**src/rtl/spm_mult_hs_pkg.sv**
```systemverilog
// Shared types and constants for the spm_mult_hs serial-parallel multiplier.
// Build option: define SPM_SIGNED_EN for two's-complement operands.
package spm_pkg;

  localparam int WIDTH_MIN = 2;
  localparam int WIDTH_MAX = 32;

  typedef enum logic [1:0] {
    IDLE = 2'd0,
    RUN  = 2'd1,
    DONE = 2'd2
  } spm_state_e;

  // Counter width able to hold 0 .. 2*width.
  function automatic int cnt_w(input int width);
    return $clog2(2 * width + 1);
  endfunction

endpackage

```
**src/rtl/spm_mult_hs_if.sv**
```systemverilog
// Operand/product handshake bundle for spm_mult_hs.
// The multiplier is the slave; the producer/consumer side is the master.
interface spm_mult_hs_if #(
  parameter int WIDTH = 8
);

  logic               in_valid;
  logic               in_ready;
  logic [WIDTH-1:0]   x;
  logic [WIDTH-1:0]   y;
  logic               out_valid;
  logic               out_ready;
  logic [2*WIDTH-1:0] p;
  logic               busy;

  modport master (
    output in_valid, x, y, out_ready,
    input  in_ready, out_valid, p, busy
  );

  modport slave (
    input  in_valid, x, y, out_ready,
    output in_ready, out_valid, p, busy
  );

endinterface

```
**src/rtl/spm_csa_cell.sv**
```systemverilog
// One-bit carry-save cell of the serial-parallel multiplier chain.
// Adds the partial product x&y to the partial sum arriving from the next
// more significant cell and to its own stored carry. With TCMP set the
// partial product is complemented; the chain owner adds the matching
// constant so that the MSB weight of x becomes negative.
module spm_csa_cell #(
  parameter bit TCMP = 1'b0
) (
  input  logic clk,
  input  logic clr,
  input  logic en,
  input  logic x,
  input  logic y,
  input  logic s_in,
  output logic sum
);

  logic pp;
  logic sum_d;
  logic carry_q;
  logic carry_d;

  // Full-adder of partial product, incoming sum and stored carry.
  always_comb begin
    pp      = TCMP ? ~(x & y) : (x & y);
    sum_d   = pp ^ s_in ^ carry_q;
    carry_d = (pp & s_in) | (pp & carry_q) | (s_in & carry_q);
  end

  // Sum/carry flops: clear has priority, otherwise update only while enabled.
  always_ff @(posedge clk) begin
    // NOTE: clocked state uses <= so every flop samples pre-edge values.
    if (clr) begin
      sum     <= 1'b0;
      carry_q <= 1'b0;
    end else if (en) begin
      sum     <= sum_d;
      carry_q <= carry_d;
    end
  end

endmodule

```
**src/rtl/spm_mult_hs.sv**
```systemverilog
// Serial-parallel multiplier with valid/ready operand and product handshakes.
// x is held in parallel, y is shifted LSB-first through a chain of WIDTH
// carry-save cells, and the product is collected LSB-first over 2*WIDTH
// cycles. Build option: define SPM_SIGNED_EN for a two's-complement product.
module spm_mult_hs
  import spm_pkg::*;
#(
  parameter int WIDTH = 8
) (
  input  logic         clk,
  input  logic         rst,
  spm_mult_hs_if.slave bus
);

  localparam int CW = cnt_w(WIDTH);
  localparam int PW = 2 * WIDTH;
  localparam logic [CW-1:0] LAST = CW'(PW - 1);

`ifdef SPM_SIGNED_EN
  localparam bit SIGNED = 1'b1;
`else
  localparam bit SIGNED = 1'b0;
`endif

  spm_state_e       state_q;
  spm_state_e       state_d;
  logic [CW-1:0]    count_q;
  logic [WIDTH-1:0] x_q;
  logic [WIDTH-1:0] y_sr;
  logic [PW-2:0]    p_sr;
  logic [WIDTH-1:0] sum_q;
  logic [WIDTH-1:0] s_in_v;

  logic in_ready_c;
  logic out_valid_c;
  logic busy_c;
  logic accept;
  logic run;
  logic cell_clr;
  logic y_fill;
  logic msb_s_in;

  assign accept   = in_ready_c & bus.in_valid;
  assign run      = (state_q == RUN);
  assign cell_clr = rst | accept;

  // Signed fill replicates the sign bit; the complemented MSB partial
  // products are balanced by adding 2^(WIDTH-1) once, in the first RUN cycle.
  assign y_fill   = SIGNED ? y_sr[WIDTH-1] : 1'b0;
  assign msb_s_in = SIGNED && (count_q == '0);
  assign s_in_v   = {msb_s_in, sum_q[WIDTH-1:1]};

  // Next state and handshake outputs.
  always_comb begin
    // NOTE: every output gets a default first so no path can infer a latch.
    state_d     = state_q;
    in_ready_c  = 1'b0;
    out_valid_c = 1'b0;
    busy_c      = 1'b0;
    case (state_q)
      IDLE: begin
        in_ready_c = 1'b1;
        if (bus.in_valid) state_d = RUN;
      end
      RUN: begin
        busy_c = 1'b1;
        if (count_q == LAST) state_d = DONE;
      end
      DONE: begin
        out_valid_c = 1'b1;
        in_ready_c  = bus.out_ready;
        if (bus.out_ready) state_d = bus.in_valid ? RUN : IDLE;
      end
      default: state_d = IDLE;
    endcase
  end

  // State register.
  always_ff @(posedge clk) begin
    if (rst) state_q <= IDLE;
    else     state_q <= state_d;
  end

  // RUN cycle counter, restarted on every acceptance.
  always_ff @(posedge clk) begin
    if (rst || accept) count_q <= '0;
    else if (run)      count_q <= count_q + 1'b1;
  end

  // Operand capture, y serialisation and product collection.
  always_ff @(posedge clk) begin
    if (rst) begin
      x_q  <= '0;
      y_sr <= '0;
      p_sr <= '0;
    end else if (accept) begin
      x_q  <= bus.x;
      y_sr <= bus.y;
    end else if (run) begin
      y_sr <= {y_fill, y_sr[WIDTH-1:1]};
      p_sr <= {sum_q[0], p_sr[PW-2:1]};
    end
  end

  // Cell chain: cell i receives the stored sum of cell i+1.
  for (genvar i = 0; i < WIDTH; i++) begin : g_cell
    localparam bit IS_TCMP = SIGNED && (i == WIDTH - 1);
    spm_csa_cell #(
      .TCMP(IS_TCMP)
    ) u_cell (
      .clk (clk),
      .clr (cell_clr),
      .en  (run),
      .x   (x_q[i]),
      .y   (y_sr[0]),
      .s_in(s_in_v[i]),
      .sum (sum_q[i])
    );
  end

  // Cell 0 already holds the final product bit once the chain has run.
  assign bus.p         = {sum_q[0], p_sr};
  assign bus.in_ready  = in_ready_c;
  assign bus.out_valid = out_valid_c;
  assign bus.busy      = busy_c;

endmodule

```
**src/flat_wrapper.sv**
```systemverilog
// flat-port wrapper written by rule: the top's interface ports become plain ports
module spm_mult_hs_flat import spm_pkg::*;
#(
  parameter int WIDTH = 8
)
  (clk, rst, bus_in_valid, bus_x, bus_y, bus_out_ready, bus_in_ready, bus_out_valid, bus_p, bus_busy);
  spm_mult_hs_if #(.WIDTH(WIDTH)) bus_i ();
  input  logic clk;
  input  logic rst;
  input wire logic [$bits(bus_i.in_valid)-1:0] bus_in_valid;
  input wire logic [$bits(bus_i.x)-1:0] bus_x;
  input wire logic [$bits(bus_i.y)-1:0] bus_y;
  input wire logic [$bits(bus_i.out_ready)-1:0] bus_out_ready;
  output wire logic [$bits(bus_i.in_ready)-1:0] bus_in_ready;
  output wire logic [$bits(bus_i.out_valid)-1:0] bus_out_valid;
  output wire logic [$bits(bus_i.p)-1:0] bus_p;
  output wire logic [$bits(bus_i.busy)-1:0] bus_busy;
  assign bus_i.in_valid = bus_in_valid;
  assign bus_i.x = bus_x;
  assign bus_i.y = bus_y;
  assign bus_i.out_ready = bus_out_ready;
  assign bus_in_ready = bus_i.in_ready;
  assign bus_out_valid = bus_i.out_valid;
  assign bus_p = bus_i.p;
  assign bus_busy = bus_i.busy;
  spm_mult_hs #(.WIDTH(WIDTH)) u_core (.clk(clk), .rst(rst), .bus(bus_i));
endmodule
```
**config.mk**
```make
export PLATFORM = sky130hd
export DESIGN_NAME = spm_mult_hs_flat
export DESIGN_NICKNAME = d
export VERILOG_FILES = /design/src/rtl/spm_mult_hs_pkg.sv /design/src/rtl/spm_mult_hs_if.sv /design/src/rtl/spm_csa_cell.sv /design/src/rtl/spm_mult_hs.sv /design/src/flat_wrapper.sv
export SDC_FILE = /design/constraint.sdc
export NUM_CORES = 1
export LEC_CHECK = 0
export CAP_MARGIN = 40
export CELL_PAD_IN_SITES_DETAIL_PLACEMENT = 0
export CELL_PAD_IN_SITES_GLOBAL_PLACEMENT = 1
export CORE_ASPECT_RATIO = 0.7
export CORE_MARGIN = 1
export CORE_UTILIZATION = 35
export CTS_CLUSTER_DIAMETER = 150
export DETAILED_ROUTE_END_ITERATION = 8
export GPL_ROUTABILITY_DRIVEN = 0
export HOLD_SLACK_MARGIN = 0.02
export MAX_ROUTING_LAYER = met4
export PLACE_DENSITY_LB_ADDON = 0.1
export SLEW_MARGIN = 30
export SYNTH_ARGS = -nofsm -noshare
export SYNTH_HDL_FRONTEND = slang
export SYNTH_SLANG_ARGS = --single-unit
```
**constraint.sdc**
```tcl
create_clock -name clk -period 1.2 [get_ports clk]
set_input_delay 0.12 -clock clk [delete_from_list [all_inputs] [get_ports clk]]
set_output_delay 0.12 -clock clk [all_outputs]
set_load 0.01 [all_outputs]
```
==> flow_summary_export.csv <==
group,metric,value,unit
logic_synthesis,synth_area_leader_cell,"dfxtp_1",
layout,multiInputGateArea,1350,um^2
layout,final_area,3580,um^2
routing,drtAntennaViolNets,0,
run_status,violations,"negative setup slack",
logic_synthesis,syn_nets,303,
setup_path,crit_buf_inv,2,
timing,skew,0.00450,ns
setup_path,critPathKind,"reg -> out",
global_routing,grt_pass1_wl,9.30,mm
floorplanning,initial_core_util,36.5,%
flow_run,maxCapViolCount,0,
global_routing,grt.overflow.total,0,
setup_path,setup.worst_path.end_class,"output port",
global_routing,antenna_found_initial,0,
global_routing,grt_usage,18.0,%
logic_synthesis,synthArstFlopShare,0,%
layout,n_antenna_cell,0,
clocking,cts_buffer_depth,2,
setup_path,path_cells,"buf_6 -> nor2b_4 -> nor2_2 -> buf_2",
timing,max_freq,0.777,GHz
setup_path,r2r_slack,-0.04,ns
clocking,cts_tree,"yes",
timing,drv_slew,0,
setup_path,r2r_cells,4,
clocking,clock_latency,0.31,ns
logic_synthesis,synth-seq-cells,54,
setup_path,reg2reg_from,"u_core.y_sr[0]",
setup_path,cp-start-kind,"register",
clocking,cts-root-buf,"clkbuf_8",
global_routing,grt_max_degree,22,
global_routing,grt_pass1_vias,1911,
logic_synthesis,netlist_area,2290,um^2
layout,finalNetCount,365,
logic_synthesis,syn_area_per_cell,8.39,um^2
routing,drc,0,
floorplanning,die_area,6870,um^2
layout,drive_gt1_share,35.7,%
layout,fin_cells,414,
floorplanning,die_y,69.7,um
pwr,leakage,1.36,nW
placement,place_ws,-0.271,ns
clocking,ctsHoldBuffers,0,
layout,regArea,1090,um^2
setup_path,path_max_fanout,4,
logic_synthesis,yosys-top-cells-count,"nand2_1, dfxtp_1, a21oi_1",
pwr,power,0.00389,W
timing,slew_headroom,84.3,%
layout,fillCellCount,584,
routing,wirelength,5.92,mm
clocking,numClockSinks,54,
setup_path,slowest_delay,0.37,ns
floorplanning,fp.dieW,98.7,um
worst_hold_path,whs_path_depth,3,
worst_hold_path,hp-class,"in -> reg",
placement,place_hpwl,3.58,mm
routing,wl_per_cell,14.3,um
run_status,status,"finished with violations",
logic_synthesis,synth_top_area_share,47.2,%
logic_synthesis,ys_warn_count,0,
routing,first_pass_iters,4,
placement,port_buffers,38,
logic_synthesis,ys_seq_area_share,47.2,%
timing,rsz0062_at_grt,"yes",
logic_synthesis,synth.most_common_cell,"nand2_1",
pwr,power_density,1090,nW/um^2
floorplanning,fp-row-count,24,
layout,syn2layout_area_growth,56.2,%
timing,fin_crit,1.29,ns
logic_synthesis,synth_ff_type,"dfxtp_1",
logic_synthesis,synthCells,273,
placement,place_area,2880,um^2
pwr,ir_drop,436,uV
setup_path,crit_family,"flip-flops",
logic_synthesis,synth_area_leaders,"dfxtp_1, nand2_1, a21oi_1",
placement,dpl.cell_count,392,
setup_path,worstReg2RegEnd,"u_core.g_cell[1].u_cell.sum",
logic_synthesis,synth_cell_type_count,29,
clocking,cts.reportedPaths.clkPinSlew,0.10,ns
timing,setup_viol,16,
floorplanning,coreArea,6280,um^2
clocking,h-tree-depth,2,
worst_hold_path,min-delay-start,"bus_x[1]",
timing,finalHoldViolCount,0,
timing,worstMarginPinSlew,0.233,ns
setup_path,crit_required,1.08,ns
logic_synthesis,synth-edff-count,0,
setup_path,critPathArrivalTime,1.17,ns
setup_path,crit_slowest_cell,"dfxtp_4",
timing,finalCritPeriodShare,107,%
floorplanning,ios,39,
timing,setup_ws,-0.0875,ns
routing,vias,2035,
clocking,cts_buffers,5,
routing,avgViaCountPerCell,4.92,
routing,first_iter_violations,71,
worst_hold_path,holdPathEnd,"u_core.x_q[1]",
layout by cell type, fill, tap and decap left out, types with 2 or more instances in the layout:
cell type / netlist / final
nand2_2: 0 / 7
clkdlybuf4s50_1: 0 / 19
a211oi_2: 0 / 15
buf_12: 0 / 4
a21oi_1: 30 / 22
dfxtp_4: 0 / 2
buf_6: 2 / 9
nor3_2: 0 / 3
fa_2: 0 / 3
buf_4: 2 / 16
a21oi_2: 0 / 8
buf_16: 0 / 3
clkbuf_8: 0 / 8
inv_1: 15 / 15
buf_2: 10 / 2
clkbuf_16: 0 / 3
nand2_4: 0 / 7
dlygate4sd2_1: 0 / 16
nor2_2: 0 / 2
ha_4: 0 / 2
buf_8: 0 / 4
nor3_1: 7 / 4
o21ai_0: 9 / 3
o21ai_2: 0 / 2
dfxtp_2: 0 / 4
o21ai_1: 0 / 4
nor2_1: 18 / 16
nand3_1: 10 / 10
nand2b_4: 0 / 3
nand2_1: 59 / 45
dfxtp_1: 54 / 48
fa_1: 7 / 4
a311oi_2: 0 / 5
a311oi_1: 7 / 2
per-layer routing:
layer / wire, um / GRT usage (%) / share of wire (%) / up-vias
li1: - / - / - / 1032
met4: 86 / 5.47 / 1.5 / 0
met1: 3240 / 26.0 / 55 / 953
met3: 163 / 3.33 / 2.8 / 11
met2: 2430 / 25.5 / 41 / 39
met5: 0 / - / 0 / -
worst min-delay path, cell delays in order:
cell and delay, ns:
clkdlybuf4s50_1 0.39, nand3_1 0.06, a21oi_1 0.05
how the worst max path moves through the flow:
stage                                              to               from  cells past startpoint  slack [ns]
after floorplan           u_core.g_cell[0].u_cell.sum     u_core.y_sr[0]                      4       0.002
after global placement                   bus_in_ready      bus_out_ready                      4       -0.28
after CTS                 u_core.g_cell[1].u_cell.sum  u_core.state_q[1]                      5       -0.12
after global routing                     bus_in_ready  u_core.state_q[1]                      4       -0.12
final                                    bus_in_ready  u_core.state_q[1]                      4       -0.09
after detailed placement               u_core.y_sr[5]       bus_in_valid                      4       -0.27
per-stage QoR:
step / hold slack (ns) / TNS [ns] / utilization (%)
after floorplan: 0.268 / 0 / -
after global placement: 0.445 / -7.98 / 45.8
after detailed placement: 0.450 / -8.89 / 45.8
after CTS: 0.356 / -1.48 / 52.4
after global routing: 0.359 / -2.28 / 57.0
final: 0.362 / -0.474 / 57.0
logic make-up (layout without fill, tap and decap cells):
family                   count (synthesis)  in the layout  synth area share (%)
adder cells (fa/ha/maj)                 10             10                  7.76
buffers and inverters                   38            101                  7.76
XOR/XNOR                                 2              2                 0.765
flip-flops                              54             54                  47.2
AO/OA/AOI/OAI                           63             63                  16.8
AND/OR/NAND/NOR                        106            106                  19.7
state kept, by name, summed over array words and instances (netlist names):
register / count
u_core.g_cell.u_cell.sum: 8
u_core.x_q: 8
u_core.p_sr: 15
u_core.g_cell.u_cell.carry_q: 8
u_core.state_q: 2
u_core.count_q: 5
u_core.y_sr: 8
cell type report:
cell class,instances,area share [%]
Timing Repair Buffer,77,24.2
Multi-Input combinational cell,181,37.7
Sequential cell,54,30.6
Tap cell,78,2.73
Clock buffer,8,3.08
Inverter,16,1.75
timing repair:
item | CTS | global route
pin swaps | 7 | 35
buffers inserted | 4 | 4
gates cloned | 3 | 3
setup endpoints to repair | 60 | 49
endpoints found under the hold margin | 0 | 0
gates resized for setup | 81 | 56
where the power goes:
group          internal (W)  total, W  switching (W)
combinational      0.000400  0.000759       0.000360
sequential          0.00187   0.00192      0.0000556
clock              0.000585   0.00121       0.000623
(Power assumes the default switching activity.)
